File: src/rtl/array_scan_ctrl.sv
// array_scan_ctrl: scans enabled mic pairs through the correlator and streams one checksummed frame per scan
module array_scan_ctrl #(
  parameter int NPAIR = 4,
  parameter int ANG_W = 16,
  parameter logic [23:0] TO_CYC = 24'd6000000,
  parameter logic [7:0] HDR = 8'hA5,
  localparam int SW = NPAIR > 1 ? $clog2(NPAIR) : 1
) (
  input  logic             clk_60MHz,
  input  logic             rst_n,
  input  logic             trig,
  input  logic             cfg_cont,
  input  logic [NPAIR-1:0] cfg_mask,
  output logic [SW-1:0]    pair_sel,
  output logic             meas_start,
  input  logic             meas_done,
  input  logic [ANG_W-1:0] meas_angle,
  output logic [7:0]       tx_data,
  output logic             tx_valid,
  input  logic             tx_ready,
  output logic             busy,
  output logic             to_err
);
  localparam int IW = $clog2(NPAIR + 1);
  localparam int NB = 3 + 2 * NPAIR;
  localparam int PW = $clog2(NB);
  typedef enum logic [2:0] {IDLE, SEL, START, WAIT, TX} state_t;
  state_t state_q, state_d;
  logic [IW-1:0] idx_q, idx_d;
  logic [SW-1:0] pair_sel_q, pair_sel_d;
  logic meas_start_q, meas_start_d;
  logic [23:0] cnt_q, cnt_d;
  logic [NPAIR-1:0] status_q, status_d;
  logic [15:0] slot_q [NPAIR];
  logic [15:0] slot_d [NPAIR];
  logic [PW-1:0] ptr_q, ptr_d;
  logic [7:0] tx_data_q, tx_data_d, chk_q, chk_d;
  logic tx_valid_q, tx_valid_d, to_err_q, to_err_d, busy_q, busy_d;
  logic found;
  logic [SW-1:0] nxt_sel;
  logic [PW-1:0] nptr, off;
  logic [15:0] word;
  logic [7:0] nbyte;
  assign nptr = ptr_q + PW'(1);
  // lowest enabled pair at or above the current scan index
  always_comb begin
    found = 1'b0;
    nxt_sel = '0;
    for (int i = NPAIR - 1; i >= 0; i--)
      if (cfg_mask[i] && IW'(i) >= idx_q) begin
        found = 1'b1;
        nxt_sel = SW'(i);
      end
  end
  // frame byte following the current one; header is loaded directly at frame start
  always_comb begin
    off = nptr - PW'(2);
    word = '0;
    for (int i = 0; i < NPAIR; i++)
      if (off[PW-1:1] == (PW-1)'(i)) word = slot_q[i];
    nbyte = nptr == PW'(1) ? 8'(status_q) : nptr == PW'(NB - 1) ? chk_q : off[0] ? word[7:0] : word[15:8];
  end
  // scan sequencing, angle capture and frame transmission
  always_comb begin
    state_d = state_q;
    idx_d = idx_q;
    pair_sel_d = pair_sel_q;
    meas_start_d = 1'b0;
    cnt_d = cnt_q;
    status_d = status_q;
    slot_d = slot_q;
    ptr_d = ptr_q;
    tx_data_d = tx_data_q;
    tx_valid_d = tx_valid_q;
    chk_d = chk_q;
    to_err_d = to_err_q;
    case (state_q)
      IDLE: if (trig && cfg_mask != '0) begin
        state_d = SEL;
        idx_d = '0;
        status_d = '0;
      end
      SEL: begin
        for (int i = 0; i < NPAIR; i++)
          if (IW'(i) >= idx_q && (!found || SW'(i) < nxt_sel)) slot_d[i] = 16'h8000;
        if (found) begin
          state_d = START;
          pair_sel_d = nxt_sel;
        end else begin
          state_d = TX;
          tx_valid_d = 1'b1;
          tx_data_d = HDR;
          chk_d = HDR;
          ptr_d = '0;
        end
      end
      START: begin
        state_d = WAIT;
        meas_start_d = 1'b1;
        cnt_d = '0;
      end
      WAIT: begin
        cnt_d = cnt_q + 24'd1;
        if (meas_done || cnt_q == TO_CYC - 24'd1) begin
          slot_d[pair_sel_q] = meas_done ? 16'(signed'(meas_angle)) : 16'h8000;
          status_d[pair_sel_q] = !meas_done;
          to_err_d = to_err_q | !meas_done;
          idx_d = IW'(pair_sel_q) + IW'(1);
          state_d = SEL;
        end
      end
      TX: if (tx_valid_q && tx_ready) begin
        if (ptr_q == PW'(NB - 1)) begin
          tx_valid_d = 1'b0;
          state_d = cfg_cont ? SEL : IDLE;
          idx_d = '0;
          status_d = '0;
        end else begin
          ptr_d = nptr;
          tx_data_d = nbyte;
          chk_d = chk_q ^ nbyte;
        end
      end
      default: state_d = IDLE;
    endcase
    busy_d = state_d != IDLE;
  end
  // state and output registers
  always_ff @(posedge clk_60MHz)
    if (!rst_n) begin
      state_q <= IDLE;
      idx_q <= '0;
      pair_sel_q <= '0;
      meas_start_q <= 1'b0;
      cnt_q <= '0;
      status_q <= '0;
      slot_q <= '{default: '0};
      ptr_q <= '0;
      tx_data_q <= '0;
      tx_valid_q <= 1'b0;
      chk_q <= '0;
      to_err_q <= 1'b0;
      busy_q <= 1'b0;
    end else begin
      state_q <= state_d;
      idx_q <= idx_d;
      pair_sel_q <= pair_sel_d;
      meas_start_q <= meas_start_d;
      cnt_q <= cnt_d;
      status_q <= status_d;
      slot_q <= slot_d;
      ptr_q <= ptr_d;
      tx_data_q <= tx_data_d;
      tx_valid_q <= tx_valid_d;
      chk_q <= chk_d;
      to_err_q <= to_err_d;
      busy_q <= busy_d;
    end
  assign pair_sel = pair_sel_q;
  assign meas_start = meas_start_q;
  assign tx_data = tx_data_q;
  assign tx_valid = tx_valid_q;
  assign busy = busy_q;
  assign to_err = to_err_q;
endmodule

File: config.mk
export PLATFORM = sky130hd
export DESIGN_NAME = array_scan_ctrl
export DESIGN_NICKNAME = d
export VERILOG_FILES = /design/src/rtl/array_scan_ctrl.sv
export SDC_FILE = /design/constraint.sdc
export NUM_CORES = 1
export LEC_CHECK = 0
export CAP_MARGIN = 20
export CORE_ASPECT_RATIO = 1.25
export CORE_UTILIZATION = 64
export DETAILED_ROUTE_END_ITERATION = 6
export GPL_TIMING_DRIVEN = 0
export HOLD_SLACK_MARGIN = 0.08
export PLACE_DENSITY_LB_ADDON = 0.25
export SLEW_MARGIN = 20
export SYNTH_ARGS = -nofsm -noshare
export SYNTH_HDL_FRONTEND = slang
export SYNTH_SLANG_ARGS = --single-unit
File: constraint.sdc
create_clock -name clk_60MHz -period 4.6 [get_ports clk_60MHz]
set_clock_uncertainty 0.1 [all_clocks]
set_input_delay 0.92 -clock clk_60MHz [delete_from_list [all_inputs] [get_ports clk_60MHz]]
set_output_delay 0.92 -clock clk_60MHz [all_outputs]
set_load 0.1 [all_outputs]
==> flow_metrics.tcl <==
set metrics [dict create \
    yosys_warnings 0 \
    powerDensity_nw_per_um2 364.8 \
    maxCapViolCount 0 \
    rsz0062_at_grt "false" \
    antenna_found_initial 0 \
    peakVddDrop_mv 0.2988 \
    status "finished with violations" \
    min_path_cells 2 \
    synth_edf_count 0 \
    core_area_sq_um 9320 \
    n_antenna_cell 0 \
    crit_start "ptr_q[0]" \
    violations "DRC" \
    holdWs_ns 0.3540 \
    cts-root-buf "clkbuf_16" \
    min_period_over_period 0.8690 \
    max_slew.worst_pin.slew_ns 1.072 \
    finalHoldViolations 0 \
    cts_setup_buffers 0 \
    setup_tns_ns 0 \
    clockBufferDepth 2 \
    synth_top_cell_by_area "dfxtp_1" \
    numCtsBuffers 17 \
    crit_fanout 10 \
    cts_resized 0 \
    final_nets 872 \
    die_y_um 112.3 \
    drtAntennaViolNets 0 \
    yosysSeqAreaShare 0.3982 \
    initial_core_util 0.6688 \
    track_usage 0.4067 \
    r2r_cells 10 \
    design.die.area_sq_um 10140 \
    vias_per_cell 6.880 \
    fmax_ghz 0.2502 \
    setup_viol 0 \
    postRouteWirelength_um 20540 \
    die_w_um 90.27 \
    syn_to_final_growth_pct 18.95 \
    syn_avg_cell_area_sq_um 8.002 \
    required_ns 4.81 \
    period_needed_ns 3.997 \
    async_flop_share 0 \
    grt_pass1_wl_um 32000 \
    buffer_ports.inserted 39 \
    syn_area_sq_um 6233 \
    min_to "slot_q[62]" \
    grt_remaining_overflow 0 \
    clock_latency_ns 0.42 \
    rows 39 \
    critPathLaunchType "flop" \
    synth_cell_type_count 84 \
    post-dp-hpwl_um 14040 \
    synth-seq-cells 124 \
    layout_common_cells "nor2_1 (132), dfxtp_1 (124), nand2_1 (70)" \
    p_total_mw 2.705 \
    dr.pass1.iters 7 \
    drc 19 \
    ys_top_cells_by_area "dfxtp_1 (40%), nor2_1 (7.9%), a22oi_1 (6.7%)" \
    wire_per_inst_um 21.11 \
    cts_hold_buf 0 \
    cts.sinks 124 \
    r2r_setup_slack_ns 0.60 \
    leakagePower_nw 2.635 \
    final_common_cell "nor2_1" \
    relSlewSlack 0.2665 \
    end_kind "flop" \
    cts_tree "built" \
    r2r-end "chk_q[4]" \
    syn_nets 814 \
    final_core_util 0.7955 \
    synthCells 779 \
    cts_max_level 4 \
    drt_iter0_markers 905 \
    route.vias.total 6694 \
    ios 40 \
    ys.flop_type "dfxtp_1" \
    clk_pin_slew_ns 0.06 \
    hold_class "reg2reg" \
    timing.rr.start "ptr_q[0]" \
    grt_pass1_vias 6337 \
    crit_type "reg2reg" \
    worstHoldStart "slot_q[62]" \
    grt_max_degree 17 \
    gp_congestion 0.9653 \
    slew_violations 0 \
    layout-drive-gt1-share 0.08235 \
    cp.arrival_ns 4.20 \
    yosysTopAreaCellShare 0.3982 \
]
## worst max-delay path: stages (launching register included)
cell and delay (ns):
dfxtp_1 0.47, buf_2 0.33, inv_1 0.25, ha_1 0.37
clkbuf_1 0.38, clkinv_1 0.48, o2111ai_1 0.35, o221ai_1 0.19
nor4b_2 0.66, o21ai_0 0.13, nor3b_1 0.16
## sequential cells by signal (all words and copies together), names as in the netlist
register	cells
state_q	3
idx_q	3
slot_q	64
ptr_q	4
chk_q	8
tx_valid	1
status_q	4
busy	1
pair_sel	2
cnt_q	24
tx_data	8
meas_start	1
to_err	1
## how the worst max path moves through the flow
stage | end | cells past startpoint
3_5_place_dp | chk_q[4] | 10
5_1_grt | chk_q[4] | 10
6_report | chk_q[4] | 10
4_1_cts | chk_q[4] | 10
3_3_place_gp | chk_q[4] | 10
2_1_floorplan | chk_q[6] | 12
## metal layers
metal	wire length [um]	vias up	share of wire	track usage
li1	-	2951	-	-
met1	7261	3112	0.35	0.4549
met2	9630	496	0.47	0.6758
met3	2073	135	0.10	0.1003
met4	1572	0	0.077	0.2925
met5	0	-	0	0
## cell usage after synthesis (8+ instances only)
cell	count
clkbuf_1	35
a21oi_1	51
dfxtp_1	124
nand4_1	8
inv_1	15
ha_1	9
and3_1	9
a31oi_1	8
o21ai_0	29
nor2_1	132
nand3_1	32
buf_2	10
and2_1	9
nor3_1	22
a22oi_1	56
nor2b_1	8
nand2_1	70
## report_power, final
| part | switching [mW] | internal, mW |
|---|---|---|
| logic | 0.142 | 0.0573 |
| clock network | 0.491 | 0.925 |
| registers | 0.00582 | 1.08 |
## logic make-up (layout without fill, tap and decap cells)
kind of cell             Yosys count  count (layout)  synth area share
buffers and inverters             68             139           0.04717
AND/OR/NAND/NOR                  339             339            0.2591
flip-flops                       124             124            0.3982
adder cells (fa/ha/maj)            9               9           0.01807
XOR/XNOR                           9               9           0.01385
AO/OA/AOI/OAI                    219             219            0.2451
multiplexers                      11              11           0.01847
## area by class of cell
class / instances / area, sq um
fillers: 628 / 1906
inverters: 16 / 60.06
flip-flops and latches: 124 / 2482
well taps: 123 / 153.9
multi-input cells: 587 / 3463
plain buffers: 52 / 234.0
repair buffers: 39 / 390.4
clock inverters: 9 / 132.6
clock buffers: 23 / 498.0
## through the flow
stage / cell area (sq um) / setup slack, ns / std cells
2_1_floorplan: 6233 / 1.619 / 779
4_1_cts: 7408 / 0.5440 / 973
3_3_place_gp: 6778 / 0.6769 / 941
3_5_place_dp: 6778 / 0.5867 / 941
5_1_grt: 7415 / 0.4161 / 973
6_report: 7415 / 0.6025 / 973
No activity file was read; power rests on OpenSTA's default activity.
